===== src/rtl/collision_detect_if.sv =====
// rtl/collision_detect_if.sv - Compute_collide/Break handshake between ball tracker and collision processor
interface collision_detect_if;
   logic        Compute_collide;
   logic        Break;
   logic [31:0] ball_velocity;
   logic [16:0] ball_angle;
   logic [31:0] new_ball_velocity;
   logic [16:0] new_ball_angle;

   modport master (
      output Compute_collide, ball_velocity, ball_angle,
      input  Break, new_ball_velocity, new_ball_angle
   );

   modport slave (
      input  Compute_collide, ball_velocity, ball_angle,
      output Break, new_ball_velocity, new_ball_angle
   );
endinterface


===== src/rtl/collision_detect.sv =====
// rtl/collision_detect.sv - ball motion tracker and collision request initiator
module collision_detect #(
   parameter int POS_W       = 10,
   parameter int FIELD_W     = 640,
   parameter int FIELD_H     = 480,
   parameter int X_INIT      = 320,
   parameter int Y_INIT      = 240,
   parameter int HIT_R       = 8,
   parameter int ACK_TIMEOUT = 16,
   parameter int COOLDOWN    = 4
) (
   input  logic              clk,
   input  logic              rst_n,
   input  logic              start,
   input  logic [31:0]       init_velocity,
   input  logic [16:0]       init_angle,
   input  logic              step,
   input  logic [POS_W-1:0]  paddle_x,
   input  logic [POS_W-1:0]  paddle_y,
   collision_detect_if.master cif,
   output logic [POS_W-1:0]  ball_x,
   output logic [POS_W-1:0]  ball_y,
   output logic              ball_stopped,
   output logic              out_of_bounds,
   output logic              ack_err
);

   localparam int SW = POS_W + 2;
   localparam int TW = $clog2(ACK_TIMEOUT + 1);
   localparam int CW = (COOLDOWN > 0) ? $clog2(COOLDOWN + 1) : 1;
   localparam logic signed [SW-1:0] X_MAX    = SW'(FIELD_W - 1);
   localparam logic signed [SW-1:0] Y_MAX    = SW'(FIELD_H - 1);
   localparam logic [TW-1:0]        TMO_LAST = TW'(ACK_TIMEOUT - 1);
   localparam logic [CW-1:0]        COOL_LD  = CW'(COOLDOWN);
   localparam logic [POS_W:0]       HIT_LIM  = (POS_W+1)'(HIT_R);

   typedef enum logic [2:0] {IDLE, MOVE, CHECK, REQ, STOPPED} state_t;

   state_t           state_q, state_d;
   logic [POS_W-1:0] x_q, x_d, y_q, y_d;
   logic [31:0]      vel_q, vel_d;
   logic [16:0]      ang_q, ang_d;
   logic             oob_q, oob_d, aerr_q, aerr_d;
   logic [CW-1:0]    cool_q, cool_d;
   logic [TW-1:0]    tmo_q, tmo_d;

   logic signed [SW-1:0] mag_x, mag_y, nx, ny;
   logic signed [POS_W:0] dx, dy;
   logic [POS_W:0]       adx, ady;
   logic                 hit;

   // Both sign-magnitude components zero: the ball has nowhere to go.
   function automatic logic is_still(input logic [31:0] v);
      return (v[30:16] == 15'd0) && (v[14:0] == 15'd0);
   endfunction

   always_comb begin
      mag_x = $signed({2'b00, vel_q[16 +: POS_W]});
      mag_y = $signed({2'b00, vel_q[0 +: POS_W]});
      nx    = $signed({2'b00, x_q}) + (vel_q[31] ? -mag_x : mag_x);
      ny    = $signed({2'b00, y_q}) + (vel_q[15] ? -mag_y : mag_y);
      dx    = $signed({1'b0, x_q}) - $signed({1'b0, paddle_x});
      dy    = $signed({1'b0, y_q}) - $signed({1'b0, paddle_y});
      adx   = dx[POS_W] ? $unsigned(-dx) : $unsigned(dx);
      ady   = dy[POS_W] ? $unsigned(-dy) : $unsigned(dy);
      hit   = (adx <= HIT_LIM) && (ady <= HIT_LIM);
   end

   always_comb begin
      state_d = state_q;
      x_d     = x_q;
      y_d     = y_q;
      vel_d   = vel_q;
      ang_d   = ang_q;
      oob_d   = oob_q;
      aerr_d  = aerr_q;
      cool_d  = cool_q;
      tmo_d   = tmo_q;
      if (start) begin
         x_d     = POS_W'(X_INIT);
         y_d     = POS_W'(Y_INIT);
         vel_d   = init_velocity;
         ang_d   = init_angle;
         oob_d   = 1'b0;
         aerr_d  = 1'b0;
         cool_d  = '0;
         tmo_d   = '0;
         state_d = is_still(init_velocity) ? STOPPED : MOVE;
      end else begin
         case (state_q)
            MOVE: if (step) begin
               if (ny[SW-1]) begin
                  y_d       = '0;
                  vel_d[15] = ~vel_q[15];
               end else if (ny > Y_MAX) begin
                  y_d       = Y_MAX[POS_W-1:0];
                  vel_d[15] = ~vel_q[15];
               end else begin
                  y_d = ny[POS_W-1:0];
               end
               if (nx[SW-1] || nx > X_MAX) begin
                  x_d     = nx[SW-1] ? '0 : X_MAX[POS_W-1:0];
                  oob_d   = 1'b1;
                  state_d = STOPPED;
               end else begin
                  x_d = nx[POS_W-1:0];
                  if (cool_q != '0) cool_d = cool_q - 1'b1;
                  else              state_d = CHECK;
               end
            end
            CHECK: begin
               tmo_d   = '0;
               state_d = hit ? REQ : MOVE;
            end
            // Steps landing here are dropped; position waits for the handshake.
            REQ: begin
               if (cif.Break) begin
                  vel_d   = cif.new_ball_velocity;
                  ang_d   = cif.new_ball_angle;
                  cool_d  = COOL_LD;
                  tmo_d   = '0;
                  state_d = is_still(cif.new_ball_velocity) ? STOPPED : MOVE;
               end else if (tmo_q == TMO_LAST) begin
                  aerr_d  = 1'b1;
                  cool_d  = COOL_LD;
                  tmo_d   = '0;
                  state_d = MOVE;
               end else begin
                  tmo_d = tmo_q + 1'b1;
               end
            end
            IDLE, STOPPED: ;
            default: state_d = IDLE;
         endcase
      end
   end

   always_ff @(posedge clk) begin
      if (!rst_n) begin
         state_q <= IDLE;
         x_q     <= POS_W'(X_INIT);
         y_q     <= POS_W'(Y_INIT);
         vel_q   <= '0;
         ang_q   <= '0;
         oob_q   <= 1'b0;
         aerr_q  <= 1'b0;
         cool_q  <= '0;
         tmo_q   <= '0;
      end else begin
         state_q <= state_d;
         x_q     <= x_d;
         y_q     <= y_d;
         vel_q   <= vel_d;
         ang_q   <= ang_d;
         oob_q   <= oob_d;
         aerr_q  <= aerr_d;
         cool_q  <= cool_d;
         tmo_q   <= tmo_d;
      end
   end

   assign cif.Compute_collide = (state_q == REQ);
   assign cif.ball_velocity   = vel_q;
   assign cif.ball_angle      = ang_q;
   assign ball_x              = x_q;
   assign ball_y              = y_q;
   assign ball_stopped        = (state_q == STOPPED);
   assign out_of_bounds       = oob_q;
   assign ack_err             = aerr_q;

endmodule


===== src/flat_wrapper.sv =====
// flat-port wrapper written by rule: the top's interface ports become plain ports
module collision_detect_flat 
#(
   parameter int POS_W       = 10,
   parameter int FIELD_W     = 640,
   parameter int FIELD_H     = 480,
   parameter int X_INIT      = 320,
   parameter int Y_INIT      = 240,
   parameter int HIT_R       = 8,
   parameter int ACK_TIMEOUT = 16,
   parameter int COOLDOWN    = 4
)
  (clk, rst_n, start, init_velocity, init_angle, step, paddle_x, paddle_y, ball_x, ball_y, ball_stopped, out_of_bounds, ack_err, cif_Compute_collide, cif_ball_velocity, cif_ball_angle, cif_Break, cif_new_ball_velocity, cif_new_ball_angle);
  collision_detect_if cif_i ();
  input  logic clk;
  input  logic rst_n;
  input  logic start;
  input  logic [31:0] init_velocity;
  input  logic [16:0] init_angle;
  input  logic step;
  input  logic [POS_W-1:0] paddle_x;
  input  logic [POS_W-1:0] paddle_y;
  output logic [POS_W-1:0] ball_x;
  output logic [POS_W-1:0] ball_y;
  output logic ball_stopped;
  output logic out_of_bounds;
  output logic ack_err;
  output wire logic [$bits(cif_i.Compute_collide)-1:0] cif_Compute_collide;
  output wire logic [$bits(cif_i.ball_velocity)-1:0] cif_ball_velocity;
  output wire logic [$bits(cif_i.ball_angle)-1:0] cif_ball_angle;
  input wire logic [$bits(cif_i.Break)-1:0] cif_Break;
  input wire logic [$bits(cif_i.new_ball_velocity)-1:0] cif_new_ball_velocity;
  input wire logic [$bits(cif_i.new_ball_angle)-1:0] cif_new_ball_angle;
  assign cif_Compute_collide = cif_i.Compute_collide;
  assign cif_ball_velocity = cif_i.ball_velocity;
  assign cif_ball_angle = cif_i.ball_angle;
  assign cif_i.Break = cif_Break;
  assign cif_i.new_ball_velocity = cif_new_ball_velocity;
  assign cif_i.new_ball_angle = cif_new_ball_angle;
  collision_detect #(.POS_W(POS_W), .FIELD_W(FIELD_W), .FIELD_H(FIELD_H), .X_INIT(X_INIT), .Y_INIT(Y_INIT), .HIT_R(HIT_R), .ACK_TIMEOUT(ACK_TIMEOUT), .COOLDOWN(COOLDOWN)) u_core (.clk(clk), .rst_n(rst_n), .start(start), .init_velocity(init_velocity), .init_angle(init_angle), .step(step), .paddle_x(paddle_x), .paddle_y(paddle_y), .cif(cif_i), .ball_x(ball_x), .ball_y(ball_y), .ball_stopped(ball_stopped), .out_of_bounds(out_of_bounds), .ack_err(ack_err));
endmodule

===== config.mk =====
export PLATFORM = sky130hd
export DESIGN_NAME = collision_detect_flat
export DESIGN_NICKNAME = d
export VERILOG_FILES = /design/src/rtl/collision_detect_if.sv /design/src/rtl/collision_detect.sv /design/src/flat_wrapper.sv
export SDC_FILE = /design/constraint.sdc
export NUM_CORES = 1
export LEC_CHECK = 0
export ABC_AREA = 1
export CAP_MARGIN = 20
export CORE_ASPECT_RATIO = 1.75
export CORE_MARGIN = 2
export CORE_UTILIZATION = 44
export DETAILED_ROUTE_END_ITERATION = 10
export PLACE_DENSITY = 0.83
export SETUP_SLACK_MARGIN = 0.5
export SKIP_LAST_GASP = 1
export SLEW_MARGIN = 20
export SYNTH_ARGS = -nofsm -noshare
export SYNTH_HDL_FRONTEND = slang
export SYNTH_SLANG_ARGS = --single-unit

===== constraint.sdc =====
create_clock -name clk -period 3 [get_ports clk]
set_input_delay 0.3 -clock clk [delete_from_list [all_inputs] [get_ports clk]]
set_output_delay 0.3 -clock clk [all_outputs]
set_load 0.005 [all_outputs]

### Word-level counts from Yosys, hierarchy flattened

Index checks and enable logic that the tools add are counted.

* $add $sub $neg: 10
* multipliers: 0
* div/mod/pow operators: 0
* magnitude comparators: 4
* equality and inequality tests: 15
* shift-type cells: 0
* multiplexer cells: 38
* bitwise logic cells: 3
* reductions and logical operators: 24

Operators by type and width (count)
* 32-bit 2-to-1 mux: 2
* 15-bit logical NOT: 4
* 17-bit 2-to-1 mux: 3
* 10-bit 2-to-1 mux: 4
* 3-bit 2-to-1 mux: 13
* 11-bit by 12-bit adder with 12-bit output: 2
* 12-bit 2-to-1 mux: 2
* 10-bit negation with 12-bit output: 2
* 11-bit by 4-bit <= comparator with 1-bit output (second input constant): 2
* 11-bit 2-to-1 mux: 2
* 11-bit negation: 2
* 10-bit by 10-bit subtractor with 11-bit output: 2
* 16-bit 2-to-1 mux: 1
* 15-bit 2-to-1 mux: 1
* 12-bit by 10-bit > comparator with 1-bit output (second input constant): 1
* 12-bit by 11-bit > comparator with 1-bit output (second input constant): 1
* 3-bit one-hot mux with 4 select lines: 1
* 5-bit 2-to-1 mux: 2
* 5-bit one-hot mux with 2 select lines: 1
* 4-bit by 2-bit inequality test with 1-bit output (second input constant): 2
* 4-bit AND reduction: 2
* 2-bit nonzero test: 4
* 3-bit by 2-bit equality test with 1-bit output (second input constant): 2
* 2-bit inequality test (second input constant): 3
* other kinds (23): 33

* flip-flop bits (word level): 82
* bits in latches: 0
* bits in writable memories: 0
* ROM bits: 0
* input port bits: 123
* output and inout bits: 73
* word-level logic and storage cells: 104
* memories kept: 0

### Longest topological paths before layout

* depth in word-level cells: 9
* gate-level depth with buffers: 22
* gate-level depth less buffers: 22

### Worst setup path after synthesis

Ideal clock, no wire load.

* path type: flip-flop to flip-flop
* start: register u_core.vel_q[16], in the netlist u_core.cif.ball_velocity[16]
* end: register u_core.x_q[0], in the netlist u_core.ball_x[0]
* library setup time: 0.127 ns
* data arrival time: 2.716 ns
* required time: 2.873 ns
* setup slack: 0.157 ns
* stages on the path, launching flop included: 19
* buffers on the path: 0
* period minus slack after synthesis: 2.843 ns
* path through: dfxtp_1 inv_1 ha_1 nand2_1 o21ai_0 inv_1 fa_1 nand3b_1 nand2_1 nand3_1 nand2_1 nand3_1 o21ai_1 xnor2_1 nand3_4 inv_2 nor2_2 nor2_2 a21oi_1

* longest elaborated chain between the ends: 6
* elaborated cells between the ends (all ways): 7
* those cells by class: 2 x add/sub; 1 x order compare; 3 x mux; 1 x reduce/logical

RTL lines
* start, declared: line collision_detect.sv:41 `logic [31:0] vel_q, vel_d;`
* start signal, assigned: line collision_detect.sv:153 `vel_q <= vel_d;`
* 10-bit negation with 12-bit output: line collision_detect.sv:60 `nx = $signed({2'b00, x_q}) + (vel_q[31] ? -mag_x : mag_x);`
* 12-bit 2-to-1 mux (*): line collision_detect.sv:60
* 11-bit by 12-bit adder with 12-bit output (*): line collision_detect.sv:60
* 12-bit by 11-bit > comparator with 1-bit output: line collision_detect.sv:101 `if (nx[SW-1] || nx > X_MAX) begin`
* 1-bit logical OR: line collision_detect.sv:101
* 10-bit 2-to-1 mux (*): line collision_detect.sv:101
* end signal, assigned: line collision_detect.sv:141 `x_q <= POS_W'(X_INIT);`
* end, declared: line collision_detect.sv:40 `logic [POS_W-1:0] x_q, x_d, y_q, y_d;`

Every way passes the cells marked *; elsewhere a longest branch is shown, timed or not.
A chain may end at the register's enable or synchronous reset.

### Worst setup path in the final report

* start: register u_core.vel_q[16], in the netlist u_core.cif.ball_velocity[16]
* end: register u_core.cool_q[1]

* longest elaborated chain between the ends: 7

RTL lines
* 10-bit negation with 12-bit output: line collision_detect.sv:60
* 12-bit 2-to-1 mux (*): line collision_detect.sv:60
* 11-bit by 12-bit adder with 12-bit output (*): line collision_detect.sv:60
* 12-bit by 11-bit > comparator with 1-bit output: line collision_detect.sv:101
* 1-bit logical OR (*): line collision_detect.sv:101
* 2-bit inequality test (no line) (*)
* 5-bit AND reduction (no line) (*)
* end signal, assigned: line collision_detect.sv:157 `cool_q <= cool_d;`
* end, declared: line collision_detect.sv:44 `logic [CW-1:0] cool_q, cool_d;`

Marks and branches as above.

==> results.yml <==
clocking:
  clkTransAtPathRegs_ns: 0.06
  clk_latency_ns: 0.35
  numCtsBuffers: 9
  tritoncts: "built"
  h-tree-depth: 3
  cts_root_buf: "clkbuf_16"
  clockBufferDepth: 2
  cts_sinks: 82
timing:
  fin_ws_ns: -0.04385
  fin_crit_sh: 1.015
  rsz0062_at_grt: "true"
  setup_viol_count_final: 3
  finalHoldViolations: 0
  tightestPinTransition_ns: 0.6937
  max_freq_mhz: 328.5
  slew_viol_final: 0
  clock_skew_ns: 0.01011
  layout_min_cycle_time_ns: 3.044
  hold_slack_ns: 0.3539
  relSlewSlack: 0.5370
synth:
  async_flop_share: 0
  netlist_instances: 1047
  ys_seq_elements: 82
  synth_fp_nets: 1222
  synth_flop_cell: "dfxtp_1"
  synth.distinct_cells: 44
  syn-cell-area_mm2: 0.006615
  yosysWarnings: 0
  syn_avg_cell_area_um2: 6.318
  synth_edf_count: 0
  synth-seq-area-share: 0.2482
cells_and_area:
  final_common_cell: "nand2_1"
  finalNetCount: 1455
  drive_gt1_frac: 0.1564
  area_delta_synth_final_pct: 49.12
  diodes: 0
  mostFrequentLayoutCells: "nand2_1, clkdlybuf4s50_1, inv_1"
  fill_cells: 1189
global_routing:
  grt_usage: 0.2726
  grt_pass1_vias: 8083
  grt_overflow: 0
  antenna_found_initial: 0
  grt_first_pass_wirelength_um: 36560
  grt_max_degree: 53
placed_design:
  portBuffers: 195
  place.gp.congestion: 0.8949
  dpl.hpwl_um: 16710
worst_setup_path:
  critical_path_class: "flip-flop to flip-flop"
  crit_required_ns: 3.28
  arrival_ns: 3.32
  setup.worst_path.start_class: "flip-flop"
  crit_path_end_kind: "flip-flop"
  crit_path_max_fanout: 6
die:
  io_pins: 196
  fp.coreArea_mm2: 0.01476
  die_h_um: 166.2
  die_area_mm2: 0.01607
  start_util: 0.4481
  row_count: 59
  die_w_um: 96.69
detailed_routing:
  drcViolationCount: 0
  wl_per_cell_um: 16.34
  detail-route-antenna-nets: 0
  routed_wl_um: 23990
  vias: 8228
  via_per_inst: 5.605
  drtIter0Drc: 587
  drt_pass1_iterations: 5
hold_path:
  hold_path.class: "input pin to flip-flop"
run_status:
  violations: "setup timing"
  run_status: "complete, but fails checks"
pwr:
  ir_drop_v: 0.0003926
  power.density_mw_per_mm2: 424.3
  total_power_mw: 4.185
  p_leak_nw: 4.372
run:
  cap_violations: 0
==> cell families after synthesis <==
logic type      synth area share
simple gates              0.3308
xor+xnor                 0.05163
buf+inv                  0.08890
mux                     0.001513
fa+ha+maj                 0.1029
compound gates            0.1761
flops                     0.2482
==> path summary, 6_finish.rpt <==
check                                    to                         start  depth (start not counted)  slack (ns)
setup / recovery           u_core.cool_q[1]  u_core.cif.ball_velocity[16]                         18       -0.04
hold / removal    u_core.cif.ball_angle[16]                         start                          3        0.35
setup reg to reg           u_core.cool_q[1]  u_core.cif.ball_velocity[16]                         18       -0.04
hold reg to reg             u_core.tmo_q[4]               u_core.tmo_q[4]                          2        0.45
==> registers in the layout, indices dropped and copies added, names as in the netlist <==
signal and cells:
u_core.out_of_bounds 1, u_core.cool_q 3, u_core.cif.ball_velocity 32, u_core.ball_x 10, u_core.ack_err 1, u_core.state_q 3, u_core.cif.ball_angle 17, u_core.ball_y 10
u_core.tmo_q 5
==> timing repair <==
action                                  CTS  global route
gates resized for setup                  49            44
setup buffers                            32            11
hold buffers                              0             0
pin swaps                                34            36
gates cloned                              0             0
endpoints found under the setup margin   27            27
endpoints found under the hold margin     0             0
==> critical path: stages (launching register included) <==
cell,delay [ns]
dfxtp_2,0.32
inv_2,0.08
ha_4,0.15
nand3_2,0.10
nor3_2,0.15
or2_4,0.15
xor2_1,0.27
ha_4,0.28
buf_4,0.14
nand3_2,0.08
nand2_2,0.08
xnor2_2,0.16
nand2_1,0.12
nand2_2,0.12
nand3_4,0.13
nor2_4,0.17
nand2_4,0.10
or2_0,0.25
a21oi_1,0.12
==> per-layer routing <==
metal  wire length, um  global-route usage
met1              7962              0.2406
met2             12900              0.5414
met3              1568             0.05219
met4              1566              0.1776
met5                 0                   0
==> report_power, final <==
part,switching [mW],internal (mW)
clock network,0.492,0.651
registers,0.0629,1.15
logic,0.958,0.872
total,1.51,2.67
==> cell type report <==
class	count	area, um^2	share of cell area
multi-input combinational	810	4765	0.4830
timing repair buffer	256	2451	0.2485
sequential	82	1654	0.1677
inverter	121	464.2	0.04706
tap	183	229.0	0.02321
clock buffer	9	225.2	0.02283
clock inverter	7	76.32	0.007737
==> through the flow <==
step                TNS [ns]  worst slack, ns  instance area, um^2    util  cells
floorplan                  0           0.2991                 6723       -   1047
global placement           0          0.08938                 8905  0.6031   1409
detailed placement   -0.2663         -0.06365                 8905  0.6031   1409
CTS                        0           0.1533                 9605  0.6506   1457
global route          -2.933          -0.1771                 9864  0.6681   1468
finish              -0.05992         -0.04385                 9864  0.6681   1468
==> synth_stat cells, drive strengths merged, types with 2 or more instances <==
| library cell | n | area (um^2) |
|---|---|---|
| buf | 4 | 21.27 |
| xor2 | 23 | 201.4 |
| nor2 | 91 | 366.6 |
| nor4 | 12 | 75.07 |
| o21bai | 4 | 30.03 |
| a21oi | 58 | 309.0 |
| o21ai | 87 | 450.4 |
| nand2 | 295 | 1122 |
| nand3 | 76 | 397.9 |
| a31oi | 48 | 300.3 |
| and2 | 3 | 18.77 |
| nand4 | 12 | 75.07 |
| clkbuf | 30 | 112.6 |
| fa | 4 | 80.08 |
| nand3b | 2 | 15.01 |
| xnor2 | 16 | 140.1 |
| o31ai | 2 | 15.01 |
| a21boi | 2 | 15.01 |
| or2 | 6 | 37.54 |
| dfxtp | 82 | 1642 |
| ha | 48 | 600.6 |
| inv | 121 | 454.2 |
| a22oi | 3 | 22.52 |
| or4 | 2 | 15.01 |
| nor3 | 12 | 65.06 |
(Power assumes the default switching activity.)
==> RTL edit 1, RTL diff (config.mk and constraints unchanged) <==
`COOLDOWN` is set to 4 in 2 places; all go to 16.
--- a/src/rtl/collision_detect.sv
+++ b/src/rtl/collision_detect.sv
@@ -9,3 +9,3 @@
    parameter int ACK_TIMEOUT = 16,
-   parameter int COOLDOWN    = 4
+   parameter int COOLDOWN    = 16
 ) (
--- a/src/flat_wrapper.sv
+++ b/src/flat_wrapper.sv
@@ -10,3 +10,3 @@
    parameter int ACK_TIMEOUT = 16,
-   parameter int COOLDOWN    = 4
+   parameter int COOLDOWN    = 16
 )
Function: no difference found for any inputs over 4 cycles, from zero or initial values and one cycle with rst_n low; that may be too few to reach the edited logic, so the function may still have changed.
==> RTL edit 1 against the unedited design <==
Sequential share of layout area shrank 0.41 points. Critical endpoint is now u_core.state_q[1]$_SDFFE_PN0P_. Synthesized cell count rose by 3.5%. Total power rose by 6.9%. Sequential cell count up 2. Cell area grew 5.6%. Area after synthesis grew 3.4%. Combinational power is 17% higher. Setup slack worse by 0.14 ns. The flow still finishes with violations (negative setup slack). Wire length up 11%.
==> RTL edit 1: results (changes against the unedited design) <==
Outcome
  – Status: finished with violations
  – Failing checks: negative setup slack

Synth
  – Avg Inst Size Synth: 6.31 um2 (-0.11%)
  – Unique masters post-synth: 44 (unchanged)
  – Synth async-reset ratio: 0% (unchanged)
  – Synth top area cells: dfxtp_1, nand2_1, ha_1
  – Syn nets: 1259 (+3.0%)
  – Yosys warning count: 0 (unchanged)
  – Commonest cells post-synth: nand2_1, inv_1, nor2_1, dfxtp_1, o21ai_0
  – Predominant post-synthesis flop cell: dfxtp_1
  – Register area share after synthesis: 24.6% (-0.24 points)

Worst hold path
  – Hold Crit Start: start
  – Worst Hold Class: input pin to flip-flop

Critical path
  – Worst path top cell family by delay: simple AND/OR/NAND/NOR gates
  – Worst setup SP type: flip-flop
  – Worst Path Arrival: 3.42 ns (+0.10 ns)
  – Slowest cell delay on critical path: 0.32 ns (about the same)
  – Worst-path maximum fanout: 7 (+1)
  – Slowest CP cell: dfxtp_2
  – Worst r2r src: u_core.cif.ball_velocity[18]$_SDFFE_PN0P_

Place
  – Post-Place Cells: 1444 (+2.5%)
  – Port bufs: 195 (unchanged)
  – RD Place Congestion: 0.893 (-0.25%)
  – DPL Wire Length: 17000 um (+2.0%)

Layout
  – Share of cells above drive strength 1: 18.7% (+3.1 points)
  – Max FFs per register: 32 (unchanged)
  – Layout Cells excl Fill: 1516 (+3.3%)
  – Diodes inserted: 0 (unchanged)

Route
  – DR pass1 iterations: 6 (+1)
  – Iter 0 DRT Violations: 774 (+32%)
  – Via count: 8710 (+5.9%)
  – Drt wl/cell: 17.5 um (+7.2%)

Global route
  – First-pass GRT wire length: 38500 um (+5.2%)
  – Initial antenna violation count: 0 (unchanged)
  – Vias in the first global route: 8254 (+2.1%)
  – Largest net degree at the start of global routing: 50 (-5.7%)
  – Gr usage total: 28.3% (+1.1 points)

Pwr
  – Leak: 4.58 nW (+4.8%)
  – Max VDD drop: 0.000308 V (-22%)

STA
  – Fin worst setup slack: -0.185 ns (-0.141 ns)
  – Clock Skew: 0.00826 ns (-0.00185 ns)
  – Setup TNS: -2.89 ns (-2.83 ns)
  – Final setup viols: 27 (+24)
  – Worst-Margin Slew: 0.751 ns (+0.0571 ns)

Clock tree
  – Max clock buf depth: 2 (unchanged)
  – Clock Latency Late Sink: 0.35 ns (about the same)
  – H-tree depth: 3 (unchanged)
  – CTS root buf: clkbuf_16
  – CTS buffer count: 9 (unchanged)
  – Clock transition at path regs: about 0.070 ns
RTL edit 1: changes by cell type in the layout (fill, tap and decap cells not counted), sizes merged, moves of 3 or more:
cell    before  now
a21o         1    4
a21oi       58   54
a31oi       48   52
buf         62   73
inv        123  120
nand2      295  327
nand3       76   67
nand3b       2    5
nand4       12   17
nor2        91  101
o21ai       87   81
xor2        23   26
RTL edit 1: what timing repair did:
action                                  4_1_cts  5_1_grt
pin swaps                                    39       49
hold buffers                                  0        0
buffers inserted                             34       22
endpoints found under the setup margin       29       46
resized for setup                            74       73
RTL edit 1: final cells by class:
type,instances,area [um2]
tap,186,233
fill,1163,4900
sequential,84,1700
timing repair buffer,267,2550
multi-input combinational,846,5180
clock inverter,7,58.8
inverter,117,458
clock buffer,9,225
RTL edit 1: final timing paths:
path | to | slack, ns | depth (start not counted)
setup reg to reg | u_core.state_q[1]$_SDFFE_PN0P_ | -0.19 | 21
hold / removal | u_core.cif.ball_velocity[15]$_SDFFE_PN0P_ | 0.44 | 5
hold reg to reg | u_core.tmo_q[4]$_SDFFE_PP0P_ | 0.45 | 2
setup / recovery | u_core.state_q[1]$_SDFFE_PN0P_ | -0.19 | 21
RTL edit 1: tightest hold or removal path: stages:
cell     delay, ns
buf_2         0.18
nor2_1        0.12
o21ai_1       0.06
nand2_1       0.05
nor2_1        0.03
RTL edit 1: where the power goes:
group,internal (mW),switching [mW]
registers,1.18,0.0666
clock network,0.576,0.514
logic,1.03,1.11
RTL edit 1: through the flow:
step	worst slack (ns)	util, %	hold WS, ns	cell area (um2)	total power, mW
global route	-0.298	68.0	0.449	10400	4.66
global placement	0.108	59.3	0.429	9080	2.62
CTS	0.155	64.8	0.375	9920	4.05
finish	-0.185	68.0	0.436	10400	4.48
detailed placement	0.0580	59.3	0.438	9080	2.65
floorplan	0.262	-	0.422	6940	2.12
RTL edit 1: cells by family (layout without fill, tap and decap cells):
logic type | count (synthesis) | count (layout) | synth area share, %
and+or+nand+nor | 546 | 546 | 34.1
xor gates and xnor gates | 43 | 43 | 5.72
adders and majority gates | 52 | 52 | 9.95
AOI/OAI and AO/OA | 205 | 205 | 16.9
buffers and inverters | 154 | 400 | 8.69
DFF | 84 | 84 | 24.6
RTL edit 1: layer usage:
layer	vias up	track usage (%)	part of all wire, %
li1	4078	-	-
met1	3999	27.0	34
met2	460	54.4	52
met3	173	4.95	5.9
met4	0	18.6	7.7
met5	-	0	0
==> RTL edit 2, RTL diff (same flow settings) <==
Made on the original files. The 5 states of `state_t` get a one-hot encoding in 5 bits.
--- a/src/rtl/collision_detect.sv
+++ b/src/rtl/collision_detect.sv
@@ -36,3 +36,3 @@
 
-   typedef enum logic [2:0] {IDLE, MOVE, CHECK, REQ, STOPPED} state_t;
+   typedef enum logic [4:0] {IDLE = 5'b00001, MOVE = 5'b00010, CHECK = 5'b00100, REQ = 5'b01000, STOPPED = 5'b10000} state_t;
 
Formal check against the unedited RTL: same outputs for any inputs over 4 cycles, from zero or initial values and one cycle with rst_n low; so few cycles prove little.
==> RTL edit 2 against the unedited design <==
The flow still finishes with violations (negative setup slack). Setup slack got worse by 0.037 ns. Sequential share of layout area decreased by 0.16 points. Clock power decreased by 7%. Largest cell class unchanged. Critical path type unchanged. Clock skew increased by 0.00075 ns. Cell count increased by 6.4%. Cell area increased by 3.3%. Sequential cell count increased by 2. Wire length decreased by 0.78%. Combinational power decreased by 12%. Total power decreased by 6.7%. Area after synthesis increased by 7.8%.
==> RTL edit 2: results (changes against the unedited design) <==
Critical path
  – Slowest cell delay on critical path: 0.35 ns (+0.03 ns)
  – Worst path top cell family by delay: simple AND/OR/NAND/NOR gates
  – Slowest CP cell: ha_1
  – Worst-path maximum fanout: 4 (-2)
  – Worst Path Arrival: 3.28 ns (-0.04 ns)

STA
  – Final setup viols: 13 (+10)
  – Clock Skew: 0.0109 ns (+0.000752 ns)
  – Slew margin rel.: 51.7% (-2.0 points)
  – Fin worst setup slack: -0.0806 ns (-0.0367 ns)
  – Final hold violations: 0 (unchanged)

Synth
  – Area share of the largest cell type after synthesis: 23.6% (-1.2 points)
  – Post-Synth Adder-Cell Area: 9.54% (-0.75 points)
  – Commonest cells post-synth: nand2_1, inv_1, dfxtp_1, nand3_1, o21ai_0
  – Synth async-reset ratio: 0% (unchanged)
  – Unique masters post-synth: 48 (+9.1%)
  – Compound-cell area share of the yosys netlist: 16.6% (-1.0 points)
  – Register area share after synthesis: 23.6% (-1.2 points)
  – Mux cell area share after synthesis: 0% (-0.15 points)
  – Syn nets: 1321 (+8.1%)
  – Synth top area cells: dfxtp_1, nand2_1, ha_1
  – Post-Synth XOR/XNOR Area: 4.63% (-0.53 points)
  – Syn Inst Count: 1146 (+9.5%)

Route
  – Iter 0 DRT Violations: 418 (-29%)
  – Drt wl/cell: 15.2 um (-6.8%)
  – DR pass1 iterations: 5 (unchanged)
  – Via count: 8569 (+4.1%)
  – Routed wire length: 23800 um (-0.78%)

Place
  – RD Place Congestion: 0.941 (+5.1%)
  – DPL Wire Length: 17900 um (+7.1%)
  – Post-Place Cells: 1521 (+7.9%)
  – Pre-CTS setup slack: -0.0315 ns (+0.0321 ns)

Clock tree
  – Clock Latency Late Sink: between 0.3 and 0.4 ns
  – CTS root buf: clkbuf_16
  – Max clock buf depth: 2 (unchanged)

Pwr
  – Max VDD drop: 0.000310 V (-21%)
  – Leak: 4.73 nW (+8.1%)

Layout
  – Max FFs per register: 32 (unchanged)
  – Filler cells: 1371 (+15%)
  – Share of cells above drive strength 1: 13.3% (-2.3 points)
  – Diodes inserted: 0 (unchanged)

Global route
  – Largest net degree at the start of global routing: 59 (+11%)
  – Initial antenna violation count: 0 (unchanged)
  – Gr usage total: 25.7% (-1.5 points)
  – First-pass GRT wire length: 36300 um (-0.79%)
  – Vias in the first global route: 8206 (+1.5%)

Outcome
  – Failing checks: negative setup slack
  – Status: finished with violations
[RTL edit 2: cell types whose count changed after synthesis, sizes merged, moves of 3 or more]
cell / delta
buf: +3
inv: +23
xnor2: -4
and2: -3
o21a: +7
a31oi: +4
nand2: +63
nand3: +8
nor2: -14
nand4: +6
nand3b: +5
o21ai: -9
[RTL edit 2: path summary, 6_finish.rpt]
kind,end,startpoint,cells after the start,slack [ns]
worst max-delay path,u_core.cool_q[1]$_SDFFE_PP0P_,u_core.cif.ball_velocity[17]$_SDFFE_PN0P_,19,-0.08
worst min register to register,u_core.tmo_q[4]$_SDFFE_PP0P_,u_core.tmo_q[4]$_SDFFE_PP0P_,2,0.46
worst min-delay path,u_core.cif.ball_velocity[4]$_SDFFE_PN0P_,start,3,0.37
worst max register to register,u_core.cool_q[1]$_SDFFE_PP0P_,u_core.cif.ball_velocity[17]$_SDFFE_PN0P_,19,-0.08
[RTL edit 2: area by class of cell]
type,count,area [um2],area share [%]
flip-flops and latches,84,1690,16.6
well taps,189,236,2.32
clock inverters,7,55.1,0.540
repair buffers,248,2380,23.4
multi-input cells,880,5040,49.5
inverters,145,552,5.42
clock buffers,9,225,2.21
[RTL edit 2: cells by family (layout without fill, tap and decap cells)]
group / count (synthesis) / in the layout
and+or+nand+nor: 583 / 583
DFF: 84 / 84
adders and majority gates: 52 / 52
xor gates and xnor gates: 36 / 36
AOI/OAI and AO/OA: 209 / 209
buffers and inverters: 182 / 409
[RTL edit 2: tightest hold or removal path, delay by kind of cell]
kind	cells	cell delay [ns]
AOI/OAI and AO/OA	1	0.07
buffers and inverters	1	0.20
and+or+nand+nor	1	0.09
[RTL edit 2: power by group]
| part | leakage [nW] | switching, mW | total, mW | internal, mW |
|---|---|---|---|---|
| logic | 3.90 | 0.853 | 1.61 | 0.759 |
| clock network | 0.133 | 0.491 | 1.06 | 0.571 |
| registers | 0.692 | 0.0565 | 1.23 | 1.17 |
[RTL edit 2: per-layer routing]
metal	part of all wire, %	global-route usage, %	routed length [um]	vias to the layer above
li1	-	-	-	4228
met4	5.2	14.1	1250	0
met2	55	51.6	13000	331
met5	0	0	0	-
met1	35	24.0	8230	3913
met3	5.4	3.88	1290	97
[RTL edit 2: timing repair]
action | CTS | global route
buffers inserted | 13 | 12
endpoints found under the setup margin | 29 | 30
resized for setup | 36 | 43
pin swaps | 28 | 26
[RTL edit 2: stage by stage]
stage          utilization, %  TNS [ns]  cell area (um2)
2_1_floorplan               -         0             7190
3_3_place_gp             59.4         0             9430
3_5_place_dp             59.4   -0.0347             9430
4_1_cts                  62.5         0             9920
5_1_grt                  64.2     -5.01            10200
6_report                 64.2    -0.554            10200
